File: src/rtl/vram_arbiter.sv
// Three-way arbiter for the shared single-port video memory: scanout has fixed
// priority, CPU and drawing accelerator alternate, accelerator progress gated via g_ce.
module vram_arbiter (
    input  logic        clock,
    input  logic        reset_n,
    input  logic        s_req,
    input  logic [17:0] s_a,
    output logic [7:0]  s_i,
    output logic        s_ack,
    input  logic        c_req,
    input  logic [17:0] c_a,
    input  logic [7:0]  c_o,
    input  logic        c_w,
    output logic [7:0]  c_i,
    output logic        c_ack,
    input  logic [17:0] g_a,
    input  logic [7:0]  g_o,
    input  logic        g_w,
    input  logic        g_bsy,
    output logic [7:0]  g_i,
    output logic        g_ce,
    output logic [17:0] m_a,
    output logic [7:0]  m_o,
    output logic        m_w,
    input  logic [7:0]  m_i
);

    typedef enum logic [1:0] {
        OWN_NONE = 2'd0,
        OWN_SCAN = 2'd1,
        OWN_CPU  = 2'd2,
        OWN_ACC  = 2'd3
    } owner_t;

    typedef enum logic {
        LAST_CPU = 1'b0,
        LAST_ACC = 1'b1
    } last_t;

    // registered state
    logic        s_pend_q, c_pend_q, g_pend_q;
    last_t       last_q;
    owner_t      issue_tag_q, exec_tag_q, ack_tag_q;
    logic [17:0] ma_q;
    logic [7:0]  mo_q;
    logic        mw_q;
    logic [7:0]  s_dat_q, c_dat_q, g_dat_q;
    logic        bsy_q;

    // next-state values
    logic        s_pend_d, c_pend_d, g_pend_d;
    last_t       last_d;
    owner_t      issue_tag_d, exec_tag_d, ack_tag_d;
    logic [17:0] ma_d;
    logic [7:0]  mo_d;
    logic        mw_d;
    logic [7:0]  s_dat_d, c_dat_d, g_dat_d;
    logic        bsy_d;

    owner_t      grant;
    logic        s_elig, c_elig, g_elig;

    always_ff @(posedge clock or negedge reset_n) begin
        if (!reset_n) begin
            s_pend_q    <= 1'b0;
            c_pend_q    <= 1'b0;
            g_pend_q    <= 1'b0;
            last_q      <= LAST_ACC;
            issue_tag_q <= OWN_NONE;
            exec_tag_q  <= OWN_NONE;
            ack_tag_q   <= OWN_NONE;
            ma_q        <= '0;
            mo_q        <= '0;
            mw_q        <= 1'b0;
            s_dat_q     <= '0;
            c_dat_q     <= '0;
            g_dat_q     <= '0;
            bsy_q       <= 1'b0;
        end else begin
            s_pend_q    <= s_pend_d;
            c_pend_q    <= c_pend_d;
            g_pend_q    <= g_pend_d;
            last_q      <= last_d;
            issue_tag_q <= issue_tag_d;
            exec_tag_q  <= exec_tag_d;
            ack_tag_q   <= ack_tag_d;
            ma_q        <= ma_d;
            mo_q        <= mo_d;
            mw_q        <= mw_d;
            s_dat_q     <= s_dat_d;
            c_dat_q     <= c_dat_d;
            g_dat_q     <= g_dat_d;
            bsy_q       <= bsy_d;
        end
    end

    always_comb begin
        s_elig = s_req && !s_pend_q;
        c_elig = c_req && !c_pend_q;
        g_elig = g_bsy && !g_pend_q;

        grant  = OWN_NONE;
        last_d = last_q;
        if (s_elig) begin
            grant = OWN_SCAN;
        end else if (c_elig && g_elig) begin
            // contested slot goes to whoever did not win the last contest
            if (last_q == LAST_ACC) begin
                grant  = OWN_CPU;
                last_d = LAST_CPU;
            end else begin
                grant  = OWN_ACC;
                last_d = LAST_ACC;
            end
        end else if (c_elig) begin
            grant = OWN_CPU;
        end else if (g_elig) begin
            grant = OWN_ACC;
        end

        ma_d = ma_q;
        mo_d = mo_q;
        mw_d = 1'b0;
        case (grant)
            OWN_SCAN: begin
                ma_d = s_a;
            end
            OWN_CPU: begin
                ma_d = c_a;
                mo_d = c_o;
                mw_d = c_w;
            end
            OWN_ACC: begin
                ma_d = g_a;
                mo_d = g_o;
                mw_d = g_w;
            end
            default: ;
        endcase

        // pend drops on the edge that ends the ack cycle, blocking a re-grant on that edge
        s_pend_d = (s_pend_q && (ack_tag_q != OWN_SCAN)) || (grant == OWN_SCAN);
        c_pend_d = (c_pend_q && (ack_tag_q != OWN_CPU))  || (grant == OWN_CPU);
        g_pend_d = (g_pend_q && (ack_tag_q != OWN_ACC))  || (grant == OWN_ACC);

        issue_tag_d = grant;
        exec_tag_d  = issue_tag_q;
        ack_tag_d   = exec_tag_q;

        s_dat_d = s_dat_q;
        c_dat_d = c_dat_q;
        g_dat_d = g_dat_q;
        case (exec_tag_q)
            OWN_SCAN: s_dat_d = m_i;
            OWN_CPU:  c_dat_d = m_i;
            OWN_ACC:  g_dat_d = m_i;
            default: ;
        endcase

        bsy_d = g_bsy;
    end

    always_comb begin
        m_a   = ma_q;
        m_o   = mo_q;
        m_w   = mw_q;
        s_i   = s_dat_q;
        c_i   = c_dat_q;
        g_i   = g_dat_q;
        s_ack = (ack_tag_q == OWN_SCAN);
        c_ack = (ack_tag_q == OWN_CPU);
        // free-running while idle, one pulse per completed access while busy
        g_ce  = !bsy_q || (ack_tag_q == OWN_ACC);
    end

endmodule

File: config.mk
export PLATFORM = sky130hd
export DESIGN_NAME = vram_arbiter
export DESIGN_NICKNAME = d
export VERILOG_FILES = /design/src/rtl/vram_arbiter.sv
export SDC_FILE = /design/constraint.sdc
export NUM_CORES = 1
export LEC_CHECK = 0
export BUFFER_PORTS_ARGS = -buffer_cell sky130_fd_sc_hd__buf_2
export CORE_ASPECT_RATIO = 1.2
export CORE_MARGIN = 2
export CORE_UTILIZATION = 45
export DETAILED_ROUTE_END_ITERATION = 8
export PLACE_DENSITY = 0.79
export SYNTH_ARGS = -nofsm -noshare
export SYNTH_HDL_FRONTEND = slang
export SYNTH_SLANG_ARGS = --single-unit
File: constraint.sdc
create_clock -name clock -period 1.85 [get_ports clock]
set_clock_uncertainty 0.1 [all_clocks]
set_input_delay 0.0925 -clock clock [delete_from_list [all_inputs] [get_ports clock]]
set_output_delay 0.0925 -clock clock [all_outputs]
set_load 0.1 [all_outputs]
==> results.json <==
{
  "outcome": "completed",
  "diodes": 0,
  "drive_gt1_share_pct": 44.3,
  "ys_types": 33,
  "yosys_warnings": 0,
  "maxCapViolCount": 0,
  "firstDrtPassIters": 8,
  "grt_usage_pct": 25.2,
  "fin_area_um2": 4330,
  "tritoncts": "built",
  "die_w_um": 74.6,
  "fillers": 387,
  "worst_pin_slew_ps": 570,
  "antenna_found_initial": 0,
  "cp.required_ps": 1950,
  "synth_edf_count": 0,
  "netlist_instances": 232,
  "min_period_over_period_pct": 96.5,
  "coreArea_um2": 5710,
  "multiInputGateArea_um2": 1040,
  "ys_seq_area_share_pct": 57.6,
  "antenna_left": 0,
  "setup_violations": 0,
  "cp-end-kind": "register",
  "drc": 0,
  "routabilityCongestion": 0.749,
  "cts-root-buf": "clkbuf_8",
  "ys.flop_type": "dfrtp_1",
  "viasPerCell": 5.16,
  "avgSynthCellArea_um2": 11.6,
  "fmax_mhz": 560,
  "synth_seq_cells": 62,
  "pin_count": 139,
  "hold_violations": 0,
  "wl_per_cell_um": 15.3,
  "clk_latency_ps": 320,
  "syn_nets": 317,
  "drv_slew": 0,
  "max_slew_margin_pct": 61.8,
  "r2r-end": "m_o[7]",
  "num_rows": 30,
  "fin_nets": 527,
  "dpl.hpwl_um": 4640,
  "grt_overflow": 0,
  "crit_arrival_ps": 1890,
  "grt_max_degree": 33,
  "dieArea_um2": 6620,
  "grt_pass1_vias": 2735,
  "grt_pass1_wl_um": 12500,
  "die_h_um": 88.8,
  "path_class": "input port to register",
  "reg2reg_slack_ps": 150,
  "wl_um": 8090,
  "path_max_fanout": 16,
  "crit_start": "g_bsy",
  "reg2reg_from": "g_pend_q",
  "crit_end": "m_a[5]",
  "cp-start-kind": "input port",
  "start_util_pct": 47.2,
  "port_buffers": 138,
  "r2r_cells": 6,
  "cts.reportedPaths.clkPinSlew_ps": 70,
  "hold_path.class": "input port to register",
  "area_growth_syn_to_layout_pct": 60.8,
  "layout_common_cells": "buf_2, dlygate4sd3_1, dfrtp_1, mux2_2",
  "drtIter0Drc": 138,
  "cts_buffers": 9,
  "seq_area_um2": 1550,
  "whs_ps": 9.78,
  "cts_sinks": 62,
  "place_area_um2": 3450,
  "cts-htree-levels": 3,
  "syn-cell-area_um2": 2690,
  "period_needed_ps": 1780,
  "synth-async-reset-ratio_pct": 100,
  "dr_total_vias": 2717,
  "cts_buffer_depth": 2,
  "layout_commonest_cell": "buf_2"
}
[cell type report]
type,instances,share of cell area [%]
multi-input combinational,150,23.9
clock inverter,3,0.404
clock buffer,13,3.90
timing repair buffer,215,33.2
inverter,4,0.347
sequential,62,35.8
tap,80,2.31
[critical path: stages]
cell	delay, ps
dlygate4sd3_1	540
buf_2	130
nor2b_2	170
buf_4	190
and3_4	240
a222oi_1	400
a21oi_1	120
[state kept, by name (all words and copies together), names as in the netlist, 2 cells and up]
register,flops
m_a,18
c_i,8
g_i,8
m_o,8
s_i,8
ack_tag_d,2
ack_tag_q,2
exec_tag_d,2
[synth_stat cells (2+ instances only)]
master / count / area [um^2]
o21ai_0: 12 / 60.1
nor2b_1: 2 / 12.5
mux2_2: 24 / 270
buf_6: 4 / 45.0
clkbuf_1: 5 / 18.8
a22oi_1: 15 / 113
o22ai_1: 5 / 31.3
nand2_1: 16 / 60.1
and3_1: 12 / 75.1
dfrtp_1: 61 / 1530
a222oi_1: 6 / 60.1
nand2b_1: 2 / 12.5
buf_4: 3 / 22.5
a21oi_1: 18 / 90.1
o21ai_1: 7 / 35.0
buf_2: 3 / 15.0
inv_1: 4 / 15.0
nor2_1: 18 / 67.6
[timing repair]
| action | 4_1_cts | 5_1_grt |
|---|---|---|
| setup buffers | 0 | 2 |
| pin swaps | 0 | 5 |
| endpoints found under the hold margin | 113 | 0 |
| cloned | 0 | 0 |
| hold buffers | 67 | 0 |
| endpoints found under the setup margin | 6 | 6 |
| resized for setup | 1 | 1 |
[logic make-up (layout without fill, tap and decap cells)]
kind of cell / count (synthesis) / in the layout / share of synthesized area, %
AOI/OAI and AO/OA: 67 / 67 / 16.1
xor gates and xnor gates: 1 / 1 / 0.325
buffers and inverters: 20 / 235 / 4.46
DFF: 62 / 62 / 57.6
muxes: 24 / 24 / 10.0
and+or+nand+nor: 58 / 58 / 11.4
[how the worst min path moves through the flow]
stage / start / to / slack [ps] / cells past startpoint
detailed placement: reset_n / c_i[0] / -200 / 1
global route: c_a[13] / m_a[13] / 20 / 3
floorplan: reset_n / ack_tag_d[0] / -300 / 0
global placement: reset_n / c_i[2] / -190 / 1
CTS: g_a[13] / m_a[13] / 2 / 3
finish: g_a[13] / m_a[13] / 10 / 3
[through the flow]
stage          cells  worst slack (ps)  setup TNS (ps)  util, %
3_3_place_gp     442              38.7               0     60.4
4_1_cts          525              67.2               0     75.6
5_1_grt          527             -5.60           -5.60     75.9
2_1_floorplan    232               232               0        -
6_report         527              65.7               0     75.9
3_5_place_dp     442             -42.1           -67.4     60.4
[layer usage]
metal | share of wire, % | global-route usage, %
met3 | 6.8 | 4.67
met1 | 39 | 30.4
met5 | 0 | 0
met4 | 2.8 | 12.8
met2 | 51 | 42.8
Power is not shown: default switching activity piles up to over one toggle a cycle in this logic, so the estimate is an artifact.
